$ cat config.mk
export PLATFORM = sky130hd
export DESIGN_NAME = control_unit
export DESIGN_NICKNAME = d
export VERILOG_FILES = /design/src/rtl/cpu_ctrl_pkg.sv /design/src/rtl/ctrl_decode.sv /design/src/rtl/control_unit.sv
export SDC_FILE = /design/constraint.sdc
export NUM_CORES = 1
export LEC_CHECK = 0
export ABC_AREA = 1
export CORE_MARGIN = 2
export CORE_UTILIZATION = 35
export DETAILED_ROUTE_END_ITERATION = 10
export PLACE_DENSITY_LB_ADDON = 0.12
export SYNTH_ARGS = -nofsm -noshare
export SYNTH_HDL_FRONTEND = slang
export SYNTH_SLANG_ARGS = --single-unit
$ cat constraint.sdc
create_clock -name clk -period 1.5 [get_ports clk]
set_input_delay 0.225 -clock clk [delete_from_list [all_inputs] [get_ports clk]]
set_output_delay 0.225 -clock clk [all_outputs]
set_load 0.05 [all_outputs]
$ cat src/rtl/cpu_ctrl_pkg.sv
// Shared encodings for the RISC control sequencer: opcodes, ALU ops, states,
// IR field positions and the control-strobe bundle.
package cpu_ctrl_pkg;

    localparam int OPC_MSB = 31;
    localparam int OPC_LSB = 27;

    localparam logic [4:0] OP_LD   = 5'd0,  OP_LDI  = 5'd1,  OP_ST   = 5'd2,
                           OP_ADD  = 5'd3,  OP_SUB  = 5'd4,  OP_AND  = 5'd5,
                           OP_OR   = 5'd6,  OP_SHR  = 5'd7,  OP_SHL  = 5'd8,
                           OP_ROR  = 5'd9,  OP_ROL  = 5'd10, OP_ADDI = 5'd11,
                           OP_ANDI = 5'd12, OP_ORI  = 5'd13, OP_MUL  = 5'd14,
                           OP_DIV  = 5'd15, OP_NEG  = 5'd16, OP_NOT  = 5'd17,
                           OP_BR   = 5'd18, OP_JR   = 5'd19, OP_JAL  = 5'd20,
                           OP_IN   = 5'd21, OP_OUT  = 5'd22, OP_MFHI = 5'd23,
                           OP_MFLO = 5'd24, OP_NOP  = 5'd25, OP_HALT = 5'd26;

    localparam logic [4:0] ALU_NONE = 5'd0;
    localparam logic [4:0] ALU_ADD  = 5'd3;
    localparam logic [4:0] ALU_INC  = 5'd31;

    typedef enum logic [3:0] {
        S_RESET, S_T0, S_T1, S_T2, S_T3, S_T4, S_T5, S_T6, S_T7, S_HALT
    } state_t;

    typedef struct packed {
        logic [4:0] alu_op;
        logic pc_out, mdr_out, zhigh_out, zlow_out, hi_out, lo_out;
        logic c_out, inport_out, r_out, ba_out;
        logic pc_in, ir_in, mar_in, mdr_in, y_in, z_in, hi_in, lo_in;
        logic r_in, con_in, outport_in;
        logic gra, grb, grc;
        logic read, write;
    } ctrl_t;

    // Final execute step of each instruction; unlisted opcodes are one-step no-ops.
    function automatic state_t last_step(logic [4:0] opc);
        case (opc)
            OP_JAL, OP_NEG, OP_NOT:                          last_step = S_T4;
            OP_ADD, OP_SUB, OP_AND, OP_OR, OP_SHR, OP_SHL,
            OP_ROR, OP_ROL, OP_ADDI, OP_ANDI, OP_ORI, OP_LDI: last_step = S_T5;
            OP_MUL, OP_DIV, OP_BR:                           last_step = S_T6;
            OP_LD, OP_ST:                                    last_step = S_T7;
            default:                                         last_step = S_T3;
        endcase
    endfunction

endpackage

$ cat src/rtl/ctrl_decode.sv
// Combinational strobe decoder: maps the current control step, opcode, branch
// flag and halt request onto the datapath control bundle.
module ctrl_decode
    import cpu_ctrl_pkg::*;
(
    input  state_t     state,
    input  logic [4:0] opcode,
    input  logic       con,
    input  logic       stop,
    output ctrl_t      ctrl
);

    always_comb begin
        ctrl = '0;
        case (state)
            S_T0: if (!stop) begin
                ctrl.pc_out = 1'b1; ctrl.mar_in = 1'b1; ctrl.z_in = 1'b1; ctrl.alu_op = ALU_INC;
            end
            S_T1: begin
                ctrl.zlow_out = 1'b1; ctrl.pc_in = 1'b1; ctrl.read = 1'b1; ctrl.mdr_in = 1'b1;
            end
            S_T2: begin
                ctrl.mdr_out = 1'b1; ctrl.ir_in = 1'b1;
            end
            S_T3: case (opcode)
                OP_ADD, OP_SUB, OP_AND, OP_OR, OP_SHR, OP_SHL, OP_ROR, OP_ROL,
                OP_ADDI, OP_ANDI, OP_ORI: begin
                    ctrl.grb = 1'b1; ctrl.r_out = 1'b1; ctrl.y_in = 1'b1;
                end
                OP_NEG, OP_NOT: begin
                    ctrl.grb = 1'b1; ctrl.r_out = 1'b1; ctrl.z_in = 1'b1; ctrl.alu_op = opcode;
                end
                OP_MUL, OP_DIV: begin
                    ctrl.gra = 1'b1; ctrl.r_out = 1'b1; ctrl.y_in = 1'b1;
                end
                // Base register is gated through BAout so r0 reads as zero for addressing.
                OP_LD, OP_LDI, OP_ST: begin
                    ctrl.grb = 1'b1; ctrl.r_out = 1'b1; ctrl.ba_out = 1'b1; ctrl.y_in = 1'b1;
                end
                OP_BR:   begin ctrl.gra = 1'b1; ctrl.r_out = 1'b1; ctrl.con_in = 1'b1; end
                OP_JR:   begin ctrl.gra = 1'b1; ctrl.r_out = 1'b1; ctrl.pc_in = 1'b1; end
                OP_JAL:  begin ctrl.pc_out = 1'b1; ctrl.grb = 1'b1; ctrl.r_in = 1'b1; end
                OP_IN:   begin ctrl.inport_out = 1'b1; ctrl.gra = 1'b1; ctrl.r_in = 1'b1; end
                OP_OUT:  begin ctrl.gra = 1'b1; ctrl.r_out = 1'b1; ctrl.outport_in = 1'b1; end
                OP_MFHI: begin ctrl.hi_out = 1'b1; ctrl.gra = 1'b1; ctrl.r_in = 1'b1; end
                OP_MFLO: begin ctrl.lo_out = 1'b1; ctrl.gra = 1'b1; ctrl.r_in = 1'b1; end
                default: ;
            endcase
            S_T4: case (opcode)
                OP_ADD, OP_SUB, OP_AND, OP_OR, OP_SHR, OP_SHL, OP_ROR, OP_ROL: begin
                    ctrl.grc = 1'b1; ctrl.r_out = 1'b1; ctrl.z_in = 1'b1; ctrl.alu_op = opcode;
                end
                OP_ADDI, OP_ANDI, OP_ORI: begin
                    ctrl.c_out = 1'b1; ctrl.z_in = 1'b1; ctrl.alu_op = opcode;
                end
                OP_NEG, OP_NOT: begin
                    ctrl.zlow_out = 1'b1; ctrl.gra = 1'b1; ctrl.r_in = 1'b1;
                end
                OP_MUL, OP_DIV: begin
                    ctrl.grb = 1'b1; ctrl.r_out = 1'b1; ctrl.z_in = 1'b1; ctrl.alu_op = opcode;
                end
                OP_LD, OP_LDI, OP_ST: begin
                    ctrl.c_out = 1'b1; ctrl.z_in = 1'b1; ctrl.alu_op = ALU_ADD;
                end
                OP_BR:  begin ctrl.pc_out = 1'b1; ctrl.y_in = 1'b1; end
                OP_JAL: begin ctrl.gra = 1'b1; ctrl.r_out = 1'b1; ctrl.pc_in = 1'b1; end
                default: ;
            endcase
            S_T5: case (opcode)
                OP_ADD, OP_SUB, OP_AND, OP_OR, OP_SHR, OP_SHL, OP_ROR, OP_ROL,
                OP_ADDI, OP_ANDI, OP_ORI, OP_LDI: begin
                    ctrl.zlow_out = 1'b1; ctrl.gra = 1'b1; ctrl.r_in = 1'b1;
                end
                OP_MUL, OP_DIV: begin ctrl.zlow_out = 1'b1; ctrl.lo_in = 1'b1; end
                OP_LD, OP_ST:   begin ctrl.zlow_out = 1'b1; ctrl.mar_in = 1'b1; end
                OP_BR: begin
                    ctrl.c_out = 1'b1; ctrl.z_in = 1'b1; ctrl.alu_op = ALU_ADD;
                end
                default: ;
            endcase
            S_T6: case (opcode)
                OP_MUL, OP_DIV: begin ctrl.zhigh_out = 1'b1; ctrl.hi_in = 1'b1; end
                OP_LD:          begin ctrl.read = 1'b1; ctrl.mdr_in = 1'b1; end
                OP_ST: begin
                    ctrl.gra = 1'b1; ctrl.r_out = 1'b1; ctrl.mdr_in = 1'b1;
                end
                OP_BR: if (con) begin ctrl.zlow_out = 1'b1; ctrl.pc_in = 1'b1; end
                default: ;
            endcase
            S_T7: case (opcode)
                OP_LD: begin ctrl.mdr_out = 1'b1; ctrl.gra = 1'b1; ctrl.r_in = 1'b1; end
                OP_ST: ctrl.write = 1'b1;
                default: ;
            endcase
            default: ;
        endcase
    end

endmodule

$ cat src/rtl/control_unit.sv
// Moore control sequencer for the 32-bit RISC datapath: holds the step
// register and sequencing rules; strobes come from ctrl_decode.
module control_unit
    import cpu_ctrl_pkg::*;
(
    input  logic        clk,
    input  logic        clr,
    input  logic [31:0] IR,
    input  logic        CON,
    input  logic        Stop,
    output logic        Run,
    output logic [4:0]  OpCode,
    output logic        PCout, MDRout, Zhighout, Zlowout, HIout, LOout,
    output logic        Cout, InPortout, Rout, BAout,
    output logic        PCin, IRin, MARin, MDRin, Yin, Zin, HIin, LOin,
    output logic        Rin, CONin, OutportIn,
    output logic        Gra, Grb, Grc,
    output logic        Read, Write
);

    state_t     state;
    ctrl_t      ctrl;
    logic [4:0] opcode;
    logic       unused_ir_bits;

    assign opcode         = IR[OPC_MSB:OPC_LSB];
    assign unused_ir_bits = ^IR[OPC_LSB-1:0];

    // Execute steps advance until the opcode's final step; a changed opcode
    // that is already past its final step also returns to fetch.
    always_ff @(posedge clk or negedge clr) begin
        if (!clr) begin
            state <= S_RESET;
        end else begin
            case (state)
                S_RESET: state <= S_T0;
                S_T0:    state <= Stop ? S_HALT : S_T1;
                S_T1:    state <= S_T2;
                S_T2:    state <= S_T3;
                S_HALT:  state <= S_HALT;
                default: begin
                    if (state == S_T3 && opcode == OP_HALT)
                        state <= S_HALT;
                    else if (state >= last_step(opcode))
                        state <= S_T0;
                    else
                        state <= state_t'(state + 4'd1);
                end
            endcase
        end
    end

    ctrl_decode u_decode (
        .state  (state),
        .opcode (opcode),
        .con    (CON),
        .stop   (Stop),
        .ctrl   (ctrl)
    );

    assign Run       = (state != S_HALT);
    assign OpCode    = ctrl.alu_op;
    assign PCout     = ctrl.pc_out;
    assign MDRout    = ctrl.mdr_out;
    assign Zhighout  = ctrl.zhigh_out;
    assign Zlowout   = ctrl.zlow_out;
    assign HIout     = ctrl.hi_out;
    assign LOout     = ctrl.lo_out;
    assign Cout      = ctrl.c_out;
    assign InPortout = ctrl.inport_out;
    assign Rout      = ctrl.r_out;
    assign BAout     = ctrl.ba_out;
    assign PCin      = ctrl.pc_in;
    assign IRin      = ctrl.ir_in;
    assign MARin     = ctrl.mar_in;
    assign MDRin     = ctrl.mdr_in;
    assign Yin       = ctrl.y_in;
    assign Zin       = ctrl.z_in;
    assign HIin      = ctrl.hi_in;
    assign LOin      = ctrl.lo_in;
    assign Rin       = ctrl.r_in;
    assign CONin     = ctrl.con_in;
    assign OutportIn = ctrl.outport_in;
    assign Gra       = ctrl.gra;
    assign Grb       = ctrl.grb;
    assign Grc       = ctrl.grc;
    assign Read      = ctrl.read;
    assign Write     = ctrl.write;

endmodule

==> out/results.tsv, run 1 <==
stage	metric	value	unit
synth	ys_top_cells_by_area	nand3_1, nand2_1, nor2_1, dfrtp_1, ha_1	
status	status	stopped before the end	
synth	netlist_instances	220	
synth	synth_top_cell_by_area	nand3_1	
clocking	htreeDepth	1	
synth	synth_area	1211	µm²
placement	place_ws	-773.7	ps
status	firstError	[ERROR DPL-0033] detailed placement checks failed during check placement.	
synth	synth_fp_nets	264	
clocking	post-cts-setup-buffer-count	20	
clocking	clk_path_buf_depth	2	
placement	placed_area	2729	µm²
synth	synth_edf_count	0	
placement	numPortBuffers	40	
clocking	cts-hold-fix-buffers	0	
floorplan	initial_core_util	0.3630	
placement	routabilityCongestion	0.9297	
synth	ys_types	30	
synth	yosys_warnings	0	
clocking	cts-root-buf	clkbuf_4	
floorplan	fp.dieH	62.83	µm
synth	avgSynthCellArea	5.505	µm²
synth	ys_seq_elements	4	
synth	yosysTopAreaCellShare	0.1529	
synth	ys_top_cells_by_count	nand2_1, nand3_1, nor2_1, inv_1, o21ai_0	
floorplan	io_pins	68	
synth	yosysMostFrequentCell	nand2_1	
status	haltStage	clock tree synthesis	
floorplan	rows	21	
clocking	cts_buffers	3	
synth	yosysSeqAreaShare	0.08264	
floorplan	die_w	62.83	µm
synth	synth_ff_type	dfrtp_1	
clocking	clock-sinks	4	
placement	dp_hpwl	4270	µm
synth	async_flop_share	1.000	
clocking	cts_resized	131	
## cells by family after synthesis
kind of cell    after synthesis  synth area share
buf+inv                      41            0.1549
fa+ha+maj                     8           0.08265
xor+xnor                      2           0.01447
flops                         4           0.08265
simple gates                138            0.5269
compound gates               27            0.1384
## stage by stage
stage               instances    util
detailed placement        368  0.8178
floorplan                 220       -
global placement          368  0.8178
==> run 2, diff against run 1 <==
- CORE_AREA: unset -> 2 2 63 65
- CORE_MARGIN: 2 -> unset
- CORE_UTILIZATION: 35 -> unset
- DIE_AREA: unset -> 0 0 65 67
- PLACE_DENSITY_LB_ADDON: 0.12 -> 0.15
- clock period: 1.5 -> 1.95 ns (I/O delays scaled with it)
==> run 2 against run 1 <==
  * The flow now finishes, with violations (negative setup slack)
  * Area after synthesis stayed put
  * Synthesized cell count did not move
==> out/results.tsv, run 2 <==
stage	metric	value	unit	change
clocking	htreeDepth	1		unchanged
setup_path	cp.required	1660	ps	
floorplan	core-area	3606	µm²	
timing	hold_viol_final	0		
status	violations	negative setup slack		
timing	period_minus_slack	2065	ps	
setup_path	cp_num_buf_inv	4		
pwr	power.share.sequential	0.070		
clocking	cts-root-buf	clkbuf_8		
cells_and_area	drive_gt1_frac	0.6467		
cells_and_area	diodes	0		
synth	yosysSeqAreaShare	0.08264		unchanged
min_path	hold_class	in -> async		
cells_and_area	mostFrequentLayoutCells	buf_4, nand2_1, buf_12		
setup_path	regToRegEndpoint	state[0]$_DFF_PN0_		
setup_path	rr_worst_depth	8		
global_route	grt_pass1_vias	1796		
global_route	grtUsageTotal	0.2348		
synth	ys_top_cells_by_count	nand2_1, nand3_1, nor2_1, inv_1, o21ai_0		
pwr	p_switching	1432	µW	
routing	num_vias	2078		
clocking	clock_latency	220	ps	
routing	via_per_inst	5.693		
timing	setup_viol	12		
synth	ys_top_cells_by_area	nand3_1, nand2_1, nor2_1, dfrtp_1, ha_1		
cells_and_area	final_common_cell	buf_4		
routing	wl_met1	2422	µm	
floorplan	die_w	65	µm	+3.5%
global_route	grt_pass1_wl	7990	µm	
setup_path	crit_type	in -> out		
routing	drtIter0Drc	233		
global_route	grt_remaining_overflow	0		
synth	netlist_instances	220		unchanged
clocking	clk_path_buf_depth	2		unchanged
clocking	cts.clk_slew.worst_paths	40	ps	
timing	fin_skew	10.67	ps	
cells_and_area	largest-register	state		
synth	avgSynthCellArea	5.505	µm²	unchanged
placement	routabilityCongestion	0.9493		+2.1%
routing	wire_per_inst	17.17	µm	
setup_path	slowest_delay	290	ps	
setup_path	start_kind	input port		
pwr	power.share.switching	0.5299		
setup_path	r2r_start	state[1]$_DFF_PN0_		
placement	dp_hpwl	3798	µm	-11%
placement	dp.cells	347		-5.7%
synth	synth_fp_nets	264		unchanged
setup_path	critPathArrivalTime	1770	ps	
routing	route.detailed.drc	0		
placement	numPortBuffers	40		unchanged
timing	fmax	484.3	MHz	
global_route	antenna_found_initial	0		
timing	layout_setup_ws	-114.9	ps	
floorplan	rows	22		+4.8%
pwr	peakVddDrop	0.8067	mV	
floorplan	fp.dieH	67	µm	+6.6%
cells_and_area	final_cells	365		
setup_path	startpoint	IR[31]		
timing	slew_headroom	0.7928		
clocking	clock-sinks	4		unchanged
pwr	power_density	928.6	nW/µm²	
routing	met3_length	443	µm	
timing	grt_setup_unrepaired	true		
pwr	leakage	0.001368	µW	
synth	synth_top_cell_by_area	nand3_1		
routing	met2_length	3072	µm	
clocking	cts_tree	built		
pwr	p_total	2701	µW	
synth	ys_types	30		unchanged
global_route	grt_max_degree	14		
cells_and_area	nets	363		
setup_path	timing.reg2reg.setup_slack	330	ps	
clocking	cts_buffers	3		unchanged
cells_and_area	top_regs	state (4)		
synth	yosysTopAreaCellShare	0.1529		unchanged
timing	hold_slack	270.0	ps	
setup_path	path_delay_family	simple AND/OR/NAND/NOR gates		
status	status	finished, violations left		
timing	tightest_slew	309.6	ps	
timing	slew_viol_final	0		
routing	drt-pass1-iter-count	5		
pwr	p_clk_frac	0.066		
floorplan	dieArea	4355	µm²	
synth	yosysMostFrequentCell	nand2_1		
pwr	pwr-share-comb	0.863		
synth	yosys_warnings	0		unchanged
synth	synth_edf_count	0		unchanged
synth	async_flop_share	1.000		unchanged
routing	antenna_left	0		
routing	wirelength	6266	µm	
timing	fin_crit_sh	1.059		
cells_and_area	area_growth	140.2	%	
setup_path	crit_path_end_kind	output port		
pwr	p_int	1270	µW	
routing	top_layer	met4		
run	maxCapViolations	0		
floorplan	io_pins	68		unchanged
setup_path	critPathMaxFanout	12		
setup_path	cpMaxStageDelayCell	nor2_1		
setup_path	cp_cell_sequence	clkdlybuf4s15_2 > inv_2 > buf_6 > nand3_1 > nor2_1 > nor2_2 > nand3_4 > nand2_2 > nand3_2 > buf_12		
synth	synth_ff_type	dfrtp_1		
floorplan	initial_core_util	0.3359		-0.02708
synth	ys_seq_elements	4		unchanged
synth	synth_area	1211	µm²	unchanged
cells_and_area	largest_reg_flops	4		
## run 2: cell counts after synthesis
Identical to the previous run, type by type.
## run 2: worst reg2reg max path: stages, from the launching register on
cell and delay [ps]:
dfrtp_2 450, buf_4 150, ha_1 290, inv_1 60, nor2_1 50, o21ai_2 140, nand3_2 110, o21ai_1 150
nand3_1 90
## run 2: metal layers
metal	up-vias	global-route usage
met5	-	0
met3	39	0.04054
met4	0	0.06117
met2	145	0.4021
met1	969	0.3027
li1	925	-
## run 2: repair_timing
action,CTS,global route
setup endpoints to repair,34,27
buffers inserted,11,4
gates resized for setup,52,73
pin swaps,19,17
hold buffers,0,0
hold endpoints to repair,0,0
## run 2: worst max path at each step
stage | end | slack, ps | depth (start not counted)
2_1_floorplan | Gra | -160 | 8
3_3_place_gp | state[0]$_DFF_PN0_ | -360 | 14
3_5_place_dp | state[0]$_DFF_PN0_ | -530 | 14
4_1_cts | Zin | -50 | 6
5_1_grt | Rout | -140 | 10
6_report | Gra | -110 | 10
## run 2: final cells by class
class	count	area [µm²]
Sequential cell	4	102.6
Timing Repair Buffer	103	1231
Inverter	32	130.1
Tap cell	48	60.06
Multi-Input combinational cell	175	1344
Clock buffer	3	41.29
Fill cell	197	696.9
## run 2: kinds of logic (layout without fill, tap and decap cells)
kind of cell,after synthesis,count (layout),synth area share
simple gates,138,138,0.5269
buf+inv,41,138,0.1549
compound gates,27,27,0.1384
fa+ha+maj,8,8,0.08265
flops,4,4,0.08265
xor+xnor,2,2,0.01447
## run 2: power by group through the flow
| stage | Combinational [µW] | Clock, µW | Sequential (µW) |
|---|---|---|---|
| after detailed placement | 1920 | 0 | 172 |
| after global placement | 1890 | 0 | 169 |
| after floorplan | 1090 | 0 | 172 |
| after CTS | 2110 | 174 | 179 |
| after global routing | 2450 | 189 | 195 |
| final | 2330 | 178 | 190 |
## run 2: per-stage QoR
stage          setup TNS (ps)  setup slack (ps)    util  instance area, µm²
2_1_floorplan          -475.5            -163.2       -                1314
3_5_place_dp            -8347            -530.9  0.6600                2380
4_1_cts                -204.8            -47.36  0.7335                2645
3_3_place_gp            -7226            -362.1  0.6600                2380
5_1_grt                 -1473            -135.2  0.8067                2909
6_report               -726.0            -114.9  0.8067                2909
Power figures use the tool's default switching activity.
